--- config.mk ---
export PLATFORM = sky130hd
export DESIGN_NAME = alu_driver_flat
export DESIGN_NICKNAME = d
export VERILOG_FILES = /design/src/rtl/alu_driver_if.sv /design/src/rtl/alu_driver.sv /design/src/flat_wrapper.sv
export SDC_FILE = /design/constraint.sdc
export NUM_CORES = 1
export LEC_CHECK = 0
export BUFFER_PORTS_ARGS = -buffer_cell sky130_fd_sc_hd__buf_2
export CORE_MARGIN = 5
export CORE_UTILIZATION = 48
export DETAILED_ROUTE_END_ITERATION = 7
export GPL_ROUTABILITY_DRIVEN = 0
export HOLD_SLACK_MARGIN = 0.06
export PLACE_DENSITY = 0.76
export SETUP_SLACK_MARGIN = 0.3
export SYNTH_ARGS = -nofsm -noshare
export SYNTH_HDL_FRONTEND = slang
export SYNTH_SLANG_ARGS = --single-unit
--- constraint.sdc ---
create_clock -name clock -period 5.86 [get_ports clock]
set_clock_uncertainty 0.15 [all_clocks]
set_input_delay 0.879 -clock clock [delete_from_list [all_inputs] [get_ports clock]]
set_output_delay 0.879 -clock clock [all_outputs]
set_load 0.01 [all_outputs]
--- src/rtl/alu_driver_if.sv ---
// Request/response channel between instruction issue and the ALU driver.
// The master side issues operations and consumes responses; the slave side
// is the driver itself.
interface alu_driver_if #(
    parameter int WORD_SIZE = 32
);
    // Request channel
    logic                 req_valid;
    logic                 req_ready;
    logic [WORD_SIZE-1:0] req_a;
    logic [WORD_SIZE-1:0] req_b;
    logic [3:0]           req_control;

    // Response channel
    logic                 rsp_valid;
    logic                 rsp_ready;
    logic [WORD_SIZE-1:0] rsp_result;
    logic                 rsp_zero;
    logic                 rsp_cout;
    logic                 rsp_overflow;
    logic                 rsp_err_invalid;
    logic                 rsp_timeout;

    modport master (
        output req_valid,
        output req_a,
        output req_b,
        output req_control,
        input  req_ready,
        input  rsp_valid,
        input  rsp_result,
        input  rsp_zero,
        input  rsp_cout,
        input  rsp_overflow,
        input  rsp_err_invalid,
        input  rsp_timeout,
        output rsp_ready
    );

    modport slave (
        input  req_valid,
        input  req_a,
        input  req_b,
        input  req_control,
        output req_ready,
        output rsp_valid,
        output rsp_result,
        output rsp_zero,
        output rsp_cout,
        output rsp_overflow,
        output rsp_err_invalid,
        output rsp_timeout,
        input  rsp_ready
    );
endinterface

--- src/rtl/alu_driver.sv ---
// Sequencing front end for alu_32: accepts one operation at a time, pulses
// the ALU start, waits (bounded) for finished and returns the captured
// result and flags over a valid/ready response channel. Saturating debug
// counters track completed operations and errored/overflowed ones.
module alu_driver #(
    parameter int WORD_SIZE = 32,
    parameter int TIMEOUT   = 16
) (
    input  logic                 clock,
    input  logic                 reset,
    alu_driver_if.slave          bus,

    // ALU side
    output logic                 alu_start,
    output logic [WORD_SIZE-1:0] alu_input_a,
    output logic [WORD_SIZE-1:0] alu_input_b,
    output logic [3:0]           alu_control,
    input  logic                 alu_finished,
    input  logic                 alu_zero,
    input  logic                 alu_cout,
    input  logic                 alu_overflow,
    input  logic                 alu_err_invalid_control,
    input  logic [WORD_SIZE-1:0] alu_result,

    // Debug counters
    output logic [15:0]          ops_done,
    output logic [15:0]          errs_seen
);

    // The counter only has to reach TIMEOUT-1; the FSM leaves WAIT before
    // it could ever wrap.
    localparam int               CNT_W    = $clog2(TIMEOUT + 1);
    localparam logic [CNT_W-1:0] CNT_LAST = CNT_W'(TIMEOUT - 1);
    localparam logic [CNT_W-1:0] CNT_ONE  = CNT_W'(1);

    typedef enum logic [1:0] {
        S_IDLE  = 2'd0,
        S_START = 2'd1,
        S_WAIT  = 2'd2,
        S_RESP  = 2'd3
    } state_t;

    state_t               state_q, state_d;

    // Operand registers held on the ALU inputs
    logic [WORD_SIZE-1:0] a_q, a_d;
    logic [WORD_SIZE-1:0] b_q, b_d;
    logic [3:0]           ctl_q, ctl_d;

    // Cycles spent in WAIT
    logic [CNT_W-1:0]     cnt_q, cnt_d;

    // Response registers
    logic [WORD_SIZE-1:0] res_q, res_d;
    logic                 zero_q, zero_d;
    logic                 cout_q, cout_d;
    logic                 ovf_q, ovf_d;
    logic                 err_q, err_d;
    logic                 tmo_q, tmo_d;

    // Debug counters
    logic [15:0]          ops_q, ops_d;
    logic [15:0]          errs_q, errs_d;

    // Increment that sticks at all-ones instead of wrapping.
    function automatic logic [15:0] sat_inc(input logic [15:0] v);
        return (v == 16'hFFFF) ? v : v + 16'd1;
    endfunction

    // State register.
    always_ff @(posedge clock or posedge reset) begin
        if (reset) begin
            state_q <= S_IDLE;
        end else begin
            state_q <= state_d;
        end
    end

    // Operand capture and timeout counter.
    always_ff @(posedge clock or posedge reset) begin
        if (reset) begin
            a_q   <= '0;
            b_q   <= '0;
            ctl_q <= '0;
            cnt_q <= '0;
        end else begin
            a_q   <= a_d;
            b_q   <= b_d;
            ctl_q <= ctl_d;
            cnt_q <= cnt_d;
        end
    end

    // Response capture.
    always_ff @(posedge clock or posedge reset) begin
        if (reset) begin
            res_q  <= '0;
            zero_q <= 1'b0;
            cout_q <= 1'b0;
            ovf_q  <= 1'b0;
            err_q  <= 1'b0;
            tmo_q  <= 1'b0;
        end else begin
            res_q  <= res_d;
            zero_q <= zero_d;
            cout_q <= cout_d;
            ovf_q  <= ovf_d;
            err_q  <= err_d;
            tmo_q  <= tmo_d;
        end
    end

    // Saturating debug counters.
    always_ff @(posedge clock or posedge reset) begin
        if (reset) begin
            ops_q  <= '0;
            errs_q <= '0;
        end else begin
            ops_q  <= ops_d;
            errs_q <= errs_d;
        end
    end

    // Next-state, register updates and handshake outputs.
    always_comb begin
        state_d       = state_q;
        a_d           = a_q;
        b_d           = b_q;
        ctl_d         = ctl_q;
        cnt_d         = cnt_q;
        res_d         = res_q;
        zero_d        = zero_q;
        cout_d        = cout_q;
        ovf_d         = ovf_q;
        err_d         = err_q;
        tmo_d         = tmo_q;
        ops_d         = ops_q;
        errs_d        = errs_q;
        alu_start     = 1'b0;
        bus.req_ready = 1'b0;
        bus.rsp_valid = 1'b0;

        case (state_q)
            S_IDLE: begin
                bus.req_ready = 1'b1;
                if (bus.req_valid) begin
                    a_d     = bus.req_a;
                    b_d     = bus.req_b;
                    ctl_d   = bus.req_control;
                    state_d = S_START;
                end
            end

            S_START: begin
                alu_start = 1'b1;
                cnt_d     = '0;
                state_d   = S_WAIT;
            end

            S_WAIT: begin
                // A finish in the last allowed cycle still wins over timeout.
                if (alu_finished) begin
                    res_d   = alu_result;
                    zero_d  = alu_zero;
                    cout_d  = alu_cout;
                    ovf_d   = alu_overflow;
                    err_d   = alu_err_invalid_control;
                    tmo_d   = 1'b0;
                    state_d = S_RESP;
                end else if (cnt_q == CNT_LAST) begin
                    res_d   = '0;
                    zero_d  = 1'b0;
                    cout_d  = 1'b0;
                    ovf_d   = 1'b0;
                    err_d   = 1'b0;
                    tmo_d   = 1'b1;
                    state_d = S_RESP;
                end else begin
                    cnt_d = cnt_q + CNT_ONE;
                end
            end

            S_RESP: begin
                bus.rsp_valid = 1'b1;
                if (bus.rsp_ready) begin
                    ops_d = sat_inc(ops_q);
                    if (err_q || tmo_q || ovf_q) begin
                        errs_d = sat_inc(errs_q);
                    end
                    state_d = S_IDLE;
                end
            end

            default: begin
                state_d = S_IDLE;
            end
        endcase
    end

    assign alu_input_a         = a_q;
    assign alu_input_b         = b_q;
    assign alu_control         = ctl_q;

    assign bus.rsp_result      = res_q;
    assign bus.rsp_zero        = zero_q;
    assign bus.rsp_cout        = cout_q;
    assign bus.rsp_overflow    = ovf_q;
    assign bus.rsp_err_invalid = err_q;
    assign bus.rsp_timeout     = tmo_q;

    assign ops_done            = ops_q;
    assign errs_seen           = errs_q;

endmodule

--- src/flat_wrapper.sv ---
// flat-port wrapper written by rule: the top's interface ports become plain ports
module alu_driver_flat 
#(
    parameter int WORD_SIZE = 32,
    parameter int TIMEOUT   = 16
)
  (clock, reset, alu_start, alu_input_a, alu_input_b, alu_control, alu_finished, alu_zero, alu_cout, alu_overflow, alu_err_invalid_control, alu_result, ops_done, errs_seen, bus_req_valid, bus_req_a, bus_req_b, bus_req_control, bus_req_ready, bus_rsp_valid, bus_rsp_result, bus_rsp_zero, bus_rsp_cout, bus_rsp_overflow, bus_rsp_err_invalid, bus_rsp_timeout, bus_rsp_ready);
  alu_driver_if #(.WORD_SIZE(WORD_SIZE)) bus_i ();
  input  logic clock;
  input  logic reset;
  output logic alu_start;
  output logic [WORD_SIZE-1:0] alu_input_a;
  output logic [WORD_SIZE-1:0] alu_input_b;
  output logic [3:0] alu_control;
  input  logic alu_finished;
  input  logic alu_zero;
  input  logic alu_cout;
  input  logic alu_overflow;
  input  logic alu_err_invalid_control;
  input  logic [WORD_SIZE-1:0] alu_result;
  output logic [15:0] ops_done;
  output logic [15:0] errs_seen;
  input wire logic [$bits(bus_i.req_valid)-1:0] bus_req_valid;
  input wire logic [$bits(bus_i.req_a)-1:0] bus_req_a;
  input wire logic [$bits(bus_i.req_b)-1:0] bus_req_b;
  input wire logic [$bits(bus_i.req_control)-1:0] bus_req_control;
  output wire logic [$bits(bus_i.req_ready)-1:0] bus_req_ready;
  output wire logic [$bits(bus_i.rsp_valid)-1:0] bus_rsp_valid;
  output wire logic [$bits(bus_i.rsp_result)-1:0] bus_rsp_result;
  output wire logic [$bits(bus_i.rsp_zero)-1:0] bus_rsp_zero;
  output wire logic [$bits(bus_i.rsp_cout)-1:0] bus_rsp_cout;
  output wire logic [$bits(bus_i.rsp_overflow)-1:0] bus_rsp_overflow;
  output wire logic [$bits(bus_i.rsp_err_invalid)-1:0] bus_rsp_err_invalid;
  output wire logic [$bits(bus_i.rsp_timeout)-1:0] bus_rsp_timeout;
  input wire logic [$bits(bus_i.rsp_ready)-1:0] bus_rsp_ready;
  assign bus_i.req_valid = bus_req_valid;
  assign bus_i.req_a = bus_req_a;
  assign bus_i.req_b = bus_req_b;
  assign bus_i.req_control = bus_req_control;
  assign bus_req_ready = bus_i.req_ready;
  assign bus_rsp_valid = bus_i.rsp_valid;
  assign bus_rsp_result = bus_i.rsp_result;
  assign bus_rsp_zero = bus_i.rsp_zero;
  assign bus_rsp_cout = bus_i.rsp_cout;
  assign bus_rsp_overflow = bus_i.rsp_overflow;
  assign bus_rsp_err_invalid = bus_i.rsp_err_invalid;
  assign bus_rsp_timeout = bus_i.rsp_timeout;
  assign bus_i.rsp_ready = bus_rsp_ready;
  alu_driver #(.WORD_SIZE(WORD_SIZE), .TIMEOUT(TIMEOUT)) u_core (.clock(clock), .reset(reset), .bus(bus_i), .alu_start(alu_start), .alu_input_a(alu_input_a), .alu_input_b(alu_input_b), .alu_control(alu_control), .alu_finished(alu_finished), .alu_zero(alu_zero), .alu_cout(alu_cout), .alu_overflow(alu_overflow), .alu_err_invalid_control(alu_err_invalid_control), .alu_result(alu_result), .ops_done(ops_done), .errs_seen(errs_seen));
endmodule
==> qor.csv <==
metric,value,unit
final routed wire length divided by cell count,17.5,um
Synth Area in XOR/XNOR,0.0452,
overflow left after global routing,0,
sequential cell area fraction in the yosys report,0.619,
relative contribution of combinational cells to total power,0.326,
Tcrit/Tclk final,0.436,
post-route setup TNS,0,ps
area of all placed cells without fillers,7870,um2
cts-stage hold buffer count,0,
number of I/O pins,249,
area of the core,12000,um2
Residual DRC,0,
Synth Register Bits,144,
synthesized-area fraction occupied by adder cells,0.0194,
clock network fraction of total power,0.287,
largest family of logic cells by synthesized area,multiplexers,
"crit path setup slack, layout",3300,ps
final critical-path required period,2560,ps
part of the total power dissipated in sequential elements,0.387,
mean instance size in the synthesized netlist,13.9,um2
overall fraction of global-route tracks in use,0.205,
area fraction in compound gates after synthesis,0.0839,
clock latency at the later pin of the worst-skew pair,410,ps
"leading cell types in the layout, fill and taps excluded","buf_2 (248), dfrtp_1 (144), mux2_2 (69)",
CP Capture Type,flip-flop,
number of nets in the synthesized netlist,537,
critical path arrival,2750,ps
Hold Slack,335,ps
number of filler instances in the final layout,902,
post-route antenna net violation count,0,
total detailed-routing wirelength,14500,um
power per unit of standard cell area,533,nW/um2
H-Tree Level Count,4,
floorplan die height,120,um
Post-Syn Instances,419,
simple-gate portion of the synthesized area,0.0783,
post_cts resized,0,
Int Pwr,2.88,mW
multiplexer area fraction after synthesis,0.135,
number of antenna violations at the first check in global routing,0,
clock sink count,144,
predominant post-synthesis flop cell,dfrtp_1,
number of enable-type register cells in the synthesized netlist,0,
diodes inserted,0,
initial core utilization,0.487,
Worst Max-Slew Pin Slew,1310,ps
switching share of power,0.314,
via count of the first global-routing pass,4651,
Max transition margin,0.128,
largest fanout on the critical path,37,
Post-DP HPWL,10600,um
cell area after technology mapping,5820,um2
leakage dissipation,4.11,nW
Design Power,4.19,mW
buffer cell driving the clock tree root,clkbuf_16,
cts bufs inserted,17,
count of pins over their slew limit,0,
count of input and output buffers,248,
share of synthesized registers carrying an async set or reset,1.00,
layout-stage area growth over the synthesis result,35.2,%
via density per instance,5.32,
Placement Rows,40,
"Cell Area, Placed",7200,um2
via total after detailed routing,4413,
chip width,120,um
RSZ-0062 raised after global routing,no,
violation count after the first detailed-routing iteration,195,
worst min-delay path category,flip-flop to flip-flop,
multi-input logic area,2110,um2
total die area,14400,um2
Psw,1.32,mW
total setup buffers inserted after CTS,0,
"Distinct cells, synth",41,
reported max-cap violation count,0,
first-pass GRT wire length,23500,um
Worst EP required,6050,ps
final setup fails,0,
startpoint kind of the worst setup timing path,flip-flop,
pin count of the biggest net entering global routing,74,
Max Fclk,391,MHz
"most common cell after layout, fill and taps aside",buf_2,
Max IR drop VDD,0.241,mV
kind of critical path,flip-flop to flip-flop,
synthesis warning total,0,
final hold violations,0,
clock tree from TritonCTS,built,
minimum setup slack after placement,3250,ps
number of buffers on the longest clock path,2,
number of search-and-repair iterations in the first detailed-routing pass,4,
Final nets,788,
share of final-layout standard cells stronger than drive strength 1,0.531,
area taken by flip-flops and latches,3600,um2
Worst-path clk slew,60,ps
outcome,completed,
## cells by family after synthesis
family                     Yosys count
AOI/OAI and AO/OA                   62
buffers and inverters               26
adders and majority gates            9
muxes                               70
DFF                                144
xor gates and xnor gates            30
and+or+nand+nor                     78
## registers in the layout (all words and copies together), names as in the netlist
register	count
u_core.bus.rsp_zero	1
u_core.alu_input_a	32
u_core.ops_done	16
u_core.cnt_q	5
u_core.errs_seen	16
u_core.bus.rsp_result	32
u_core.bus.rsp_cout	1
u_core.bus.rsp_overflow	1
u_core.alu_input_b	32
u_core.state_q	2
u_core.bus.rsp_timeout	1
u_core.bus.rsp_err_invalid	1
u_core.alu_control	4
## synth_stat cells (5+ instances only)
| cell type | number | area, um2 |
|---|---|---|
| a21oi_1 | 6 | 30.0 |
| a22o_1 | 36 | 315 |
| and3_1 | 5 | 31.3 |
| buf_1 | 6 | 22.5 |
| buf_2 | 6 | 30.0 |
| clkbuf_1 | 7 | 26.3 |
| dfrtp_1 | 144 | 3600 |
| ha_1 | 9 | 113 |
| inv_1 | 6 | 22.5 |
| mux2_2 | 69 | 777 |
| nand2_1 | 16 | 60.1 |
| nand3_1 | 10 | 50.1 |
| nand4_1 | 10 | 62.6 |
| nor2_1 | 8 | 30.0 |
| nor3_1 | 6 | 30.0 |
| nor4_1 | 5 | 31.3 |
| o21ai_0 | 8 | 40.0 |
| xor2_1 | 26 | 228 |
## critical path: stages (launching register included)
cell	delay [ps]
dfrtp_1	420
inv_1	100
ha_1	440
and2_1	1070
a22o_1	290
## power by group through the flow
stage	clock [mW]	combinational (mW)	sequential (mW)
floorplan	0	0.612	1.80
global route	1.28	1.49	1.68
finish	1.20	1.37	1.62
global placement	0	1.34	1.62
detailed placement	0	1.39	1.63
CTS	1.23	1.39	1.62
## routing by layer
layer,part of all wire,vias up,global-route usage
met5,0,-,0
met4,0.021,0,0.0802
met3,0.077,24,0.0594
met2,0.50,196,0.344
met1,0.41,2156,0.249
li1,-,2037,-
## cell type report
class,count,area share
clock buffers,18,0.0545
well taps,147,0.0234
clock inverters,14,0.0304
multi-input cells,249,0.269
inverters,6,0.00350
flip-flops and latches,144,0.458
repair buffers,252,0.162
## worst paths after layout
path	cells past startpoint	slack, ps	end	startpoint
setup reg to reg	4	3300	u_core.bus.rsp_result[4]$_DFFE_PP0P_	u_core.state_q[0]$_DFFE_PP0P_
min in group asynchronous	2	410	u_core.errs_seen[3]$_DFFE_PP0P_	reset
hold reg to reg	2	340	u_core.cnt_q[4]$_DFFE_PP0P_	u_core.cnt_q[4]$_DFFE_PP0P_
setup / recovery	4	3300	u_core.bus.rsp_result[4]$_DFFE_PP0P_	u_core.state_q[0]$_DFFE_PP0P_
max in group asynchronous	3	3800	u_core.bus.rsp_result[2]$_DFFE_PP0P_	reset
hold / removal	2	340	u_core.cnt_q[4]$_DFFE_PP0P_	u_core.cnt_q[4]$_DFFE_PP0P_
## stage by stage
stage	util	cells
after floorplan	-	419
after global placement	0.602	798
after detailed placement	0.602	798
after CTS	0.658	830
after global routing	0.658	830
final	0.658	830
No activity file was read; power rests on OpenSTA's default activity.
